## src/rtl/burst_flow.sv

```systemverilog
// burst_flow: burst-mode memory sequencer. Runs BurstLen+1 consecutive read or
// write accesses from a latched start address, with transmit/receive handshakes.
`default_nettype none

module burst_flow #(
  parameter int AW = 8,
  parameter int LW = 4
) (
  input  logic          Clk,
  input  logic          Reset,
  input  logic          Active,
  input  logic          Mode,
  input  logic          ValidCmd,
  input  logic          RW,
  input  logic [AW-1:0] StartAddr,
  input  logic [LW-1:0] BurstLen,
  input  logic          DataValid,
  input  logic          TxDone,
  output logic          AccessMem,
  output logic          RWMem,
  output logic [AW-1:0] MemAddr,
  output logic          SampleData,
  output logic          TxData,
  output logic          Busy,
  output logic          BurstDone,
  output logic          Aborted
);

  typedef enum logic [2:0] {
    IDLE    = 3'd0,
    RD_ACC  = 3'd1,
    TX      = 3'd2,
    WR_WAIT = 3'd3,
    WR_SMP  = 3'd4,
    WR_ACC  = 3'd5,
    DONE    = 3'd6,
    ABORT   = 3'd7
  } state_t;

  state_t        state, nxt_state;
  logic [AW-1:0] addr, nxt_addr;
  logic [LW-1:0] cnt, nxt_cnt;

  assign MemAddr = addr;

  always_comb begin
    nxt_state = state;
    nxt_addr  = addr;
    nxt_cnt   = cnt;
    case (state)
      IDLE: begin
        if (Active && Mode && ValidCmd) begin
          nxt_addr  = StartAddr;
          nxt_cnt   = BurstLen;
          nxt_state = RW ? WR_WAIT : RD_ACC;
        end
      end
      DONE, ABORT: nxt_state = IDLE;
      default: begin
        // Dropping Active outranks every handshake in the burst states
        if (!Active) begin
          nxt_state = ABORT;
        end else begin
          case (state)
            RD_ACC: nxt_state = TX;
            TX: begin
              if (TxDone) begin
                if (cnt == '0) begin
                  nxt_state = DONE;
                end else begin
                  nxt_addr  = addr + AW'(1);
                  nxt_cnt   = cnt - LW'(1);
                  nxt_state = RD_ACC;
                end
              end
            end
            WR_WAIT: if (DataValid) nxt_state = WR_SMP;
            WR_SMP:  nxt_state = WR_ACC;
            WR_ACC: begin
              if (cnt == '0) begin
                nxt_state = DONE;
              end else begin
                nxt_addr  = addr + AW'(1);
                nxt_cnt   = cnt - LW'(1);
                nxt_state = WR_WAIT;
              end
            end
            default: nxt_state = IDLE;
          endcase
        end
      end
    endcase
  end

  // Strobes are registered from the next state so they line up with the state itself
  always_ff @(posedge Clk or posedge Reset) begin
    if (Reset) begin
      state      <= IDLE;
      addr       <= '0;
      cnt        <= '0;
      AccessMem  <= 1'b0;
      RWMem      <= 1'b0;
      SampleData <= 1'b0;
      TxData     <= 1'b0;
      Busy       <= 1'b0;
      BurstDone  <= 1'b0;
      Aborted    <= 1'b0;
    end else begin
      state      <= nxt_state;
      addr       <= nxt_addr;
      cnt        <= nxt_cnt;
      AccessMem  <= (nxt_state == RD_ACC) || (nxt_state == WR_ACC);
      RWMem      <= (nxt_state == WR_ACC);
      SampleData <= (nxt_state == WR_SMP);
      TxData     <= (nxt_state == TX);
      Busy       <= (nxt_state != IDLE);
      BurstDone  <= (nxt_state == DONE);
      Aborted    <= (nxt_state == ABORT);
    end
  end

endmodule

`default_nettype wire

```

## config.mk

```make
export PLATFORM = sky130hd
export DESIGN_NAME = burst_flow
export DESIGN_NICKNAME = d
export VERILOG_FILES = /design/src/rtl/burst_flow.sv
export SDC_FILE = /design/constraint.sdc
export NUM_CORES = 1
export LEC_CHECK = 0
export BUFFER_PORTS_ARGS = -buffer_cell sky130_fd_sc_hd__buf_2
export CAP_MARGIN = 40
export CORE_ASPECT_RATIO = 1.4
export CORE_MARGIN = 2
export CORE_UTILIZATION = 50
export CTS_CLUSTER_DIAMETER = 40
export CTS_CLUSTER_SIZE = 24
export DETAILED_ROUTE_END_ITERATION = 16
export HOLD_SLACK_MARGIN = 0.05
export PLACE_DENSITY = 0.77
export SLEW_MARGIN = 15
export SYNTH_ARGS = -nofsm -noshare
export SYNTH_HDL_FRONTEND = slang
export SYNTH_SLANG_ARGS = --single-unit
```

## constraint.sdc

```tcl
create_clock -name Clk -period 3.6 [get_ports Clk]
set_input_delay 0.72 -clock Clk [delete_from_list [all_inputs] [get_ports Clk]]
set_output_delay 0.72 -clock Clk [all_outputs]
set_load 0.02 [all_outputs]
```

==> flow_metrics.env <==
export IMPL_finalSetupTns_ns=0
export IMPL_tightestPinTransition_ns=0.649
export IMPL_clkLatencyLatePin_ns=0.30
export IMPL_grt_overflow_total=0
export IMPL_p_per_area_mw_per_mm2=852
export IMPL_outcome="finished clean"
export IMPL_hp_class="in2async"
export IMPL_reg2reg_from="state[1]"
export IMPL_clk_pin_slew_ns=0.13
export IMPL_drc=0
export IMPL_cts_tree="done"
export IMPL_finalWorstSetupSlack_ns=1.54
export IMPL_slew_limit_headroom=0.566
export IMPL_synthTopCellsByArea="dfrtp_1 (43%), a21oi_1 (3.5%), nand3_1 (3.5%), nor2_1 (2.9%), o211ai_1 (2.9%)"
export IMPL_die_area_mm2=0.00301
export IMPL_synth_xor_area_frac=0
export IMPL_syn_to_final_growth_pct=16.0
export IMPL_crit_type="reg2reg"
export IMPL_drt_wl_total_um=2900
export IMPL_synth_nets=158
export IMPL_ys_seq_area_frac=0.426
export IMPL_ys_types=46
export IMPL_synthMuxAreaShare=0.00775
export IMPL_via_count=1183
export IMPL_synthAdderAreaFrac=0.0194
export IMPL_synthFlopType="dfrtp_1"
export IMPL_finalCritPeriodShare=0.571
export IMPL_synth_async_reset_ratio=1.00
export IMPL_critPathMaxFanout=18
export IMPL_numCtsBuffers=3
export IMPL_use_met1=0.261
export IMPL_synth_edf_count=0
export IMPL_period_minus_slack_ns=2.06
export IMPL_setup_violations=0
export IMPL_required_ns=3.79
export IMPL_drtAntennaViolNets=0
export IMPL_finalPower_mw=1.28
export IMPL_grt_total_usage=0.214
export IMPL_use_met2=0.365
export IMPL_synthCells=136
export IMPL_r2r_end="MemAddr[2]"
export IMPL_gp_congestion=0.862
export IMPL_postLayoutCoreUtil=0.620
export IMPL_synth_top_family_by_area="compound AO/OA/AOI/OAI gates"
export IMPL_fp_coreArea_mm2=0.00242
export IMPL_critPathCaptureType="flop"
export IMPL_ir_worst_vdd_v=0.000464
export IMPL_final_cell_mix="buf_2 (34), dfrtp_1 (22), nor2_1 (10), a21oi_1 (9), nand3_1 (9)"
export IMPL_ctsResizeCount=0
export IMPL_crit_slowest_cell="or3_1"
export IMPL_startpoint_type="flop"
export IMPL_yosysWarnings=0
export IMPL_firstDrtPassIters=4
export IMPL_netlist_area_leader_share=0.426
export IMPL_yosys_register_bits=22
export IMPL_rr_worst_depth=4
export IMPL_leakage_nw=0.674
export IMPL_cts_buffer_depth=2
export IMPL_layout_commonest_cell="buf_2"
export IMPL_syn_area_mm2=0.00129
export IMPL_via_per_inst=5.92
export IMPL_clock_root_buffer="clkbuf_4"
export IMPL_synth_compound_area_frac=0.263
export IMPL_cap_violations=0
export IMPL_placement_rows=21
export IMPL_drtIter0Drc=43
export IMPL_grtUsageMet3=0.0311
export IMPL_cts_hold_buf=0
export IMPL_hold_viol=0
export IMPL_dp_hpwl_um=2190
export IMPL_timing_fmax_mhz=486
export IMPL_post_cts_buffers=0
export IMPL_boundaryPins=35
export IMPL_syn_avg_cell_area_um2=9.49
export IMPL_fin_nets=189
export IMPL_grt_max_degree=19
export IMPL_grt_pass1_vias=1138
export IMPL_top_usage_layer="met2"
export IMPL_antenna_found_initial=0
export IMPL_drive_above_1_share=0.289
export IMPL_fp_dieW_um=47.0
export IMPL_n_antenna_cell=0
export IMPL_rsz0062_at_grt="false"
export IMPL_synth_largest_area_cell="dfrtp_1"
export IMPL_cp_cell_sequence="or3_1 > or2_4 > nand2_1 > o2bb2a_1"
export IMPL_arrival_ns=2.25
export IMPL_pre_cts_ws_ns=1.61
export IMPL_synthSimpleGateAreaFrac=0.222
export IMPL_port_buffers=34
export IMPL_grt_pass1_wl_um=4870
export IMPL_cts_sink_count=22
export IMPL_wl_per_cell_um=14.5
export IMPL_start_util=0.534
export IMPL_ff2ff_setup_slack_ns=1.54
export IMPL_final_max_slew_viol_count=0
export IMPL_die_y_um=64.1
export IMPL_htree_levels=1
export IMPL_crit_path_max_incr_delay_ns=0.67
export IMPL_skew_ns=0.00664
[worst max path at each step]
stage | startpoint | to | slack [ns] | depth (start not counted)
after global placement | state[1] | MemAddr[2] | 1.62 | 4
after detailed placement | state[1] | MemAddr[6] | 1.61 | 4
after CTS | state[1] | MemAddr[2] | 1.58 | 4
final | state[1] | MemAddr[2] | 1.54 | 4
after global routing | state[1] | TxData | 1.40 | 5
after floorplan | TxDone | cnt[0] | 1.87 | 5
[cell usage after synthesis (2+ instances only)]
| library cell | instances |
|---|---|
| o22ai_1 | 2 |
| nand3b_1 | 2 |
| nand3_1 | 9 |
| nor3b_1 | 2 |
| clkbuf_1 | 2 |
| o2bb2a_1 | 2 |
| o22a_1 | 3 |
| a21oi_1 | 9 |
| inv_1 | 5 |
| a22oi_1 | 2 |
| a21oi_2 | 4 |
| buf_6 | 2 |
| nor2_1 | 10 |
| or3b_1 | 2 |
| dfrtp_1 | 22 |
| o211ai_1 | 5 |
| o21ai_0 | 3 |
| a31oi_1 | 3 |
| nor4_1 | 3 |
| a41oi_1 | 2 |
| and3_1 | 2 |
| nand2_1 | 8 |
| o21ai_1 | 3 |
| nor3_1 | 3 |
| buf_2 | 4 |
| ha_1 | 2 |
[worst max-delay path: cells and delay by family, from the launching register on]
| kind | cells | cell delay (ns) |
|---|---|---|
| DFF | 1 | 0.54 |
| and+or+nand+nor | 3 | 1.19 |
| AOI/OAI and AO/OA | 1 | 0.22 |
[metrics by stage]
stage | hold WS, ns | std cells | instance area, um2
after floorplan | 0.498 | 136 | 1290
after global placement | 0.513 | 195 | 1450
after detailed placement | 0.528 | 196 | 1460
after CTS | 0.393 | 200 | 1500
after global routing | 0.407 | 200 | 1500
final | 0.382 | 200 | 1500
[area by class of cell]
cell class                 count  area, um2
timing repair buffer          35        185
inverter                       6       22.5
fill                         239        920
sequential                    22        551
multi-input combinational     99        661
tap                           34       42.5
clock buffer                   4       36.3
[per-layer routing]
layer / wire [um] / part of all wire / vias up
met5: 0 / 0 / -
met4: 36 / 0.012 / 0
met3: 134 / 0.046 / 4
met2: 1570 / 0.54 / 37
met1: 1150 / 0.40 / 569
li1: - / - / 573
[report_power, final]
group | internal, mW | switching [mW] | total [mW]
combinational | 0.261 | 0.398 | 0.659
sequential | 0.352 | 0.129 | 0.481
clock | 0.0616 | 0.0746 | 0.136
total | 0.675 | 0.601 | 1.28
[logic make-up (layout without fill, tap and decap cells)]
kind of cell / count (synthesis) / after routing
AND/OR/NAND/NOR: 50 / 50
AO/OA/AOI/OAI: 46 / 46
flip-flops: 22 / 22
buffers and inverters: 15 / 45
adder cells (fa/ha/maj): 2 / 2
multiplexers: 1 / 1
[registers in the layout (all words and copies together), names as in the netlist]
name and count:
TxData 1, BurstDone 1, SampleData 1, Aborted 1
cnt 4, RWMem 1, Busy 1, MemAddr 8
state 3, AccessMem 1
(Power assumes the default switching activity.)
